--- src/rtl/seq_det_pkg.sv ---
// rtl/seq_det_pkg.sv - shared constants and helper functions for the serial pattern detector
package seq_det_pkg;

    localparam logic [3:0] DEF_PATTERN = 4'b1101;

    function automatic int prefix_w(input int pw);
        return $clog2(pw + 1);
    endfunction

    // Longest k whose newest k history bits equal the first k pattern bits.
    function automatic int prefix_len_calc(
        input logic [31:0] h,
        input logic [31:0] p,
        input int          pw,
        input int          fill
    );
        int          best;
        logic [32:0] mask;
        best = 0;
        for (int k = 32; k >= 1; k--) begin
            mask = (33'd1 << k) - 33'd1;
            if (best == 0 && k <= pw && k <= fill &&
                ((h & mask[31:0]) == ((p >> (pw - k)) & mask[31:0])))
                best = k;
        end
        return best;
    endfunction

endpackage

--- src/rtl/seq_detector_param_if.sv ---
// rtl/seq_detector_param_if.sv - qualified serial bit stream into the detector
interface seq_detector_param_if;
    logic in_valid;
    logic in_bit;

    modport master (output in_valid, output in_bit);
    modport slave  (input  in_valid, input  in_bit);
endinterface

--- src/rtl/seq_prefix_match.sv ---
// rtl/seq_prefix_match.sv - combinational full-match and matched-prefix evaluation
module seq_prefix_match
    import seq_det_pkg::*;
#(
    parameter int PATTERN_W = 4,
    parameter int PW_W      = prefix_w(PATTERN_W)
) (
    input  logic [PATTERN_W-1:0] hist_next,
    input  logic [PW_W-1:0]      fill_next,
    input  logic [PATTERN_W-1:0] pat,
    output logic                 full_match,
    output logic [PW_W-1:0]      prefix_len_next
);

    assign full_match = (fill_next == PW_W'(PATTERN_W)) && (hist_next == pat);

    assign prefix_len_next = PW_W'(prefix_len_calc(32'(hist_next), 32'(pat),
                                                   PATTERN_W, int'(fill_next)));

endmodule

--- src/rtl/seq_detector_param.sv ---
// rtl/seq_detector_param.sv - runtime-programmable serial pattern detector with saturating match count
module seq_detector_param
    import seq_det_pkg::*;
#(
    parameter int                   PATTERN_W   = 4,
    parameter logic [PATTERN_W-1:0] PATTERN_RST = PATTERN_W'(DEF_PATTERN),
    parameter int                   CNT_W       = 8,
    parameter int                   PW_W        = prefix_w(PATTERN_W)
) (
    input  logic                 clk,
    input  logic                 rst_n,
    input  logic                 clear,
    input  logic                 pattern_load,
    input  logic [PATTERN_W-1:0] pattern_in,
    input  logic                 overlap,
    seq_detector_param_if.slave  bits,
    output logic                 match,
    output logic [PW_W-1:0]      prefix_len,
    output logic [CNT_W-1:0]     match_count
);

    logic [PATTERN_W-1:0] hist_q, hist_d, hist_shift;
    logic [PATTERN_W-1:0] pat_q, pat_d;
    logic [PW_W-1:0]      fill_q, fill_d, fill_inc;
    logic [PW_W-1:0]      plen_q, plen_d, plen_calc;
    logic [CNT_W-1:0]     cnt_q, cnt_d;
    logic                 match_q, match_d;
    logic                 full_match;

    assign hist_shift = {hist_q[PATTERN_W-2:0], bits.in_bit};
    assign fill_inc   = (fill_q == PW_W'(PATTERN_W)) ? fill_q : fill_q + 1'b1;

    seq_prefix_match #(
        .PATTERN_W (PATTERN_W),
        .PW_W      (PW_W)
    ) u_prefix (
        .hist_next       (hist_shift),
        .fill_next       (fill_inc),
        .pat             (pat_q),
        .full_match      (full_match),
        .prefix_len_next (plen_calc)
    );

    always_ff @(posedge clk or negedge rst_n) begin
        if (!rst_n) begin
            hist_q  <= '0;
            fill_q  <= '0;
            pat_q   <= PATTERN_RST;
            plen_q  <= '0;
            cnt_q   <= '0;
            match_q <= 1'b0;
        end else begin
            hist_q  <= hist_d;
            fill_q  <= fill_d;
            pat_q   <= pat_d;
            plen_q  <= plen_d;
            cnt_q   <= cnt_d;
            match_q <= match_d;
        end
    end

    // clear > pattern_load > in_valid; a lower-priority event in the same cycle is dropped
    always_comb begin
        hist_d  = hist_q;
        fill_d  = fill_q;
        pat_d   = pat_q;
        plen_d  = plen_q;
        cnt_d   = cnt_q;
        match_d = 1'b0;
        if (clear) begin
            hist_d = '0;
            fill_d = '0;
            plen_d = '0;
            cnt_d  = '0;
        end else if (pattern_load) begin
            pat_d  = pattern_in;
            hist_d = '0;
            fill_d = '0;
            plen_d = '0;
        end else if (bits.in_valid) begin
            match_d = full_match;
            if (full_match && cnt_q != {CNT_W{1'b1}})
                cnt_d = cnt_q + 1'b1;
            if (full_match && !overlap) begin
                hist_d = '0;
                fill_d = '0;
                plen_d = '0;
            end else begin
                hist_d = hist_shift;
                fill_d = fill_inc;
                plen_d = plen_calc;
            end
        end
    end

    assign match       = match_q;
    assign prefix_len  = plen_q;
    assign match_count = cnt_q;

endmodule

--- src/flat_wrapper.sv ---
// flat-port wrapper written by rule: the top's interface ports become plain ports
module seq_detector_param_flat import seq_det_pkg::*;
#(
    parameter int                   PATTERN_W   = 4,
    parameter logic [PATTERN_W-1:0] PATTERN_RST = PATTERN_W'(DEF_PATTERN),
    parameter int                   CNT_W       = 8,
    parameter int                   PW_W        = prefix_w(PATTERN_W)
)
  (clk, rst_n, clear, pattern_load, pattern_in, overlap, match, prefix_len, match_count, bits_in_valid, bits_in_bit);
  seq_detector_param_if bits_i ();
  input  logic clk;
  input  logic rst_n;
  input  logic clear;
  input  logic pattern_load;
  input  logic [PATTERN_W-1:0] pattern_in;
  input  logic overlap;
  output logic match;
  output logic [PW_W-1:0] prefix_len;
  output logic [CNT_W-1:0] match_count;
  input wire logic [$bits(bits_i.in_valid)-1:0] bits_in_valid;
  input wire logic [$bits(bits_i.in_bit)-1:0] bits_in_bit;
  assign bits_i.in_valid = bits_in_valid;
  assign bits_i.in_bit = bits_in_bit;
  seq_detector_param #(.PATTERN_W(PATTERN_W), .PATTERN_RST(PATTERN_RST), .CNT_W(CNT_W), .PW_W(PW_W)) u_core (.clk(clk), .rst_n(rst_n), .clear(clear), .pattern_load(pattern_load), .pattern_in(pattern_in), .overlap(overlap), .bits(bits_i), .match(match), .prefix_len(prefix_len), .match_count(match_count));
endmodule
--- config.mk ---
export PLATFORM = sky130hd
export DESIGN_NAME = seq_detector_param_flat
export DESIGN_NICKNAME = d
export VERILOG_FILES = /design/src/rtl/seq_det_pkg.sv /design/src/rtl/seq_detector_param_if.sv /design/src/rtl/seq_prefix_match.sv /design/src/rtl/seq_detector_param.sv /design/src/flat_wrapper.sv
export SDC_FILE = /design/constraint.sdc
export NUM_CORES = 1
export LEC_CHECK = 0
export CAP_MARGIN = 15
export CELL_PAD_IN_SITES_DETAIL_PLACEMENT = 2
export CELL_PAD_IN_SITES_GLOBAL_PLACEMENT = 2
export CORE_ASPECT_RATIO = 0.7
export CORE_UTILIZATION = 36
export DETAILED_ROUTE_END_ITERATION = 10
export PLACE_DENSITY = 0.94
export SYNTH_ARGS = -nofsm -noshare
export SYNTH_HDL_FRONTEND = slang
export SYNTH_HIERARCHICAL = 1
export SYNTH_SLANG_ARGS = --single-unit
--- constraint.sdc ---
create_clock -name clk -period 4.25 [get_ports clk]
set_input_delay 0.6375 -clock clk [delete_from_list [all_inputs] [get_ports clk]]
set_output_delay 0.6375 -clock clk [all_outputs]
set_load 0.03 [all_outputs]
==> results.yml <==
run_status:
  status: "finished, final reports clean"
yosys:
  avgSynthCellArea_um2: 11.36
  synth_ff_type: "dfrtp_1"
  ys_ff_latch: 22
  synth_cell_type_count: 33
  seq_area_frac_synth_pct: 43.56
  synthesis.area_um2: 1272
  async_reset_ff_share_pct: 100.0
  ys_warn_count: 6
  syn_inst: 112
  synth_nets: 126
  synth_edf_count: 0
place:
  dp_cells: 179
  dp_hpwl_um: 2824
  port_buffers: 22
  place.gp.congestion: 0.8138
cells_and_area:
  fill_cells: 332
  nets: 151
  num_antenna_cells: 0
  drive_gt1_share_pct: 19.12
  final_cell_mix: "clkdlybuf4s50_1, dfrtp_1, mux2_2, a22o_1, a21oi_1"
  final_common_cell: "clkdlybuf4s50_1"
  synthToLayoutAreaGrowth_pct: 25.57
  layoutNonFillerInstCount: 183
global_routing:
  antenna_found_initial: 0
  grt.total_usage_pct: 23.42
  overflow: 0
  use_met2_pct: 39.04
  grtUsageMet1_pct: 30.34
  grt_max_degree: 23
  grt_pass1_wl_um: 6368
  top_usage_layer: "met2"
  grtUsageMet3_pct: 5.039
  grt_pass1_vias: 1148
timing:
  max_freq_mhz: 318.2
  slew_headroom_pct: 30.04
  period_share_pct: 73.96
  worst_pin_slew_ps: 1046
  finClkSkew_ps: 10.37
  rsz0062_at_grt: "no"
  finalSetupTns_ps: 0
  final-hold-violation-count: 0
  layout_min_cycle_time_ps: 3143
  maxSlewViolCount: 0
  setup_viol: 0
clock_network:
  cts_tree: "built"
  clkTransAtPathRegs_ps: 80
  clkSinkCount: 22
  cts_max_level: 1
  cts_buffers: 3
  cts_resized: 0
  clock_path_buffers: 2
  cts_hold_buf: 0
  cts_root_buf: "clkbuf_8"
  insertion_delay_ps: 270
  post-cts-setup-buffer-count: 0
pwr:
  p_total_uw: 447.5
  pwr-share-clk_pct: 34.6
  swShare_pct: 25.73
  seqPwrFrac_pct: 51.7
  power.leakage_nw: 0.6496
  p_int_uw: 332.4
  peakVddDrop_v: 0.0002028
  switchingPower_uw: 115.2
  cellPowerDensity_nw_per_um2: 280.1
  comb_power_share_pct: 13.7
floorplanning:
  die_w_um: 73.06
  fp.coreArea_um2: 3254
  num_rows: 17
  die_area_um2: 3780
  io_pins: 23
  initial_core_util_pct: 39.10
  dieHeight_um: 51.74
critical_path:
  arrival_ps: 3290
  crit_required_ps: 4400
  cp_slowest_cell: "nor3b_2"
  slowest_delay_ps: 440
  worstSetupStartpointType: "flop"
  crit_family: "simple AND/OR/NAND/NOR gates"
  worst-path-max-fanout: 9
  critPathKind: "reg2reg"
  timing.critical_path.buf_inv: 0
  end_kind: "flop"
  crit_path_cell_trace: "ha_1 > nor2b_1 > a21oi_1 > nand2_1 > nor4_2 > nor3b_2 > nand3b_4 > nor4b_4 > mux2_2"
routing:
  routed_wirelength_um: 3903
  drt-initial-drc-count: 66
  dr.pass1.iters: 4
  num_vias: 1037
  vias_per_cell: 5.667
  ant_nets: 0
  wire_per_inst_um: 21.33
  drc: 0
flow_run:
  max-cap-violations: 0
hold_path:
  hp-class: "reg2reg"
sequential cells by signal (all words and copies together), names as in the netlist:
| name | cells |
|---|---|
| u_core/hist_q | 3 |
| u_core/prefix_len | 3 |
| u_core/match | 1 |
| u_core/match_count | 8 |
| u_core/fill_q | 3 |
| u_core/pat_q | 4 |
power groups by stage:
stage	Combinational (mW)	Clock (mW)	Sequential [mW]
CTS	0.0615	0.156	0.231
floorplan	0.0336	0	0.232
global route	0.0664	0.165	0.232
finish	0.0615	0.155	0.231
detailed placement	0.0601	0	0.235
global placement	0.0554	0	0.233
synthesized netlist by cell type, drive strengths merged, types with 2 or more instances:
master  instances  area (µm²)
a22o            9       78.83
nand2b          2       12.51
xnor2           5       43.79
nand3           2       10.01
xor2            6       52.55
nor3            4       25.02
nor2b           5       31.28
mux2            9       101.4
inv             4       15.01
dfstp           3       78.83
nand2           5       18.77
nor4b           2       47.55
dfrtp          19       475.5
buf             2       8.750
a21oi           8       40.04
a211oi          5       37.54
ha              3       37.54
nor2            6       22.52
cell type report:
| cell class | instances | area (µm²) | share of cell area [%] |
|---|---|---|---|
| timing repair buffer | 22 | 220.2 | 13.78 |
| tap | 47 | 58.81 | 3.681 |
| multi-input combinational | 84 | 694.4 | 43.46 |
| sequential | 22 | 554.3 | 34.69 |
| inverter | 4 | 15.01 | 0.9397 |
| clock buffer | 4 | 55.05 | 3.446 |
per-stage QoR:
stage / utilization (%) / hold WS [ps] / setup slack (ps) / instance area [µm²]
final: 49.10 / 524.4 / 1107 / 1598
after global placement: 47.40 / 494.9 / 1281 / 1543
after floorplan: - / 341.9 / 1752 / 1272
after detailed placement: 47.40 / 510.3 / 1009 / 1543
after global routing: 49.10 / 547.8 / 1032 / 1598
after CTS: 49.10 / 528.1 / 1150 / 1598
path summary, 6_finish.rpt:
| check | from | endpoint | slack (ps) | cells after the start |
|---|---|---|---|---|
| max in group asynchronous | rst_n | u_core/prefix_len[2]$_DFFE_PN0P_ | 2680 | 1 |
| setup / recovery | u_core/fill_q[0]$_DFFE_PN0P_ | u_core/match_count[7]$_DFFE_PN0P_ | 1110 | 9 |
| hold reg to reg | u_core/prefix_len[0]$_DFFE_PN0P_ | u_core/prefix_len[0]$_DFFE_PN0P_ | 520 | 1 |
| hold / removal | u_core/prefix_len[0]$_DFFE_PN0P_ | u_core/prefix_len[0]$_DFFE_PN0P_ | 520 | 1 |
| min in group asynchronous | rst_n | u_core/hist_q[1]$_DFFE_PN0P_ | 930 | 1 |
| setup reg to reg | u_core/fill_q[0]$_DFFE_PN0P_ | u_core/match_count[7]$_DFFE_PN0P_ | 1110 | 9 |
cells by family (layout without fill, tap and decap cells):
group	count (synthesis)	in the layout	share of synthesized area, %
AOI/OAI and AO/OA	26	26	14.95
adders and majority gates	3	3	2.950
xor gates and xnor gates	11	11	7.571
muxes	10	10	8.751
DFF	22	22	43.56
buffers and inverters	6	30	1.867
and+or+nand+nor	34	34	20.35
metal layers:
| layer | up-vias | wire [µm] |
|---|---|---|
| met5 | - | 0 |
| met4 | 0 | 78 |
| met3 | 10 | 125 |
| met2 | 27 | 1904 |
| met1 | 535 | 1795 |
| li1 | 465 | - |
Power figures use the tool's default switching activity.
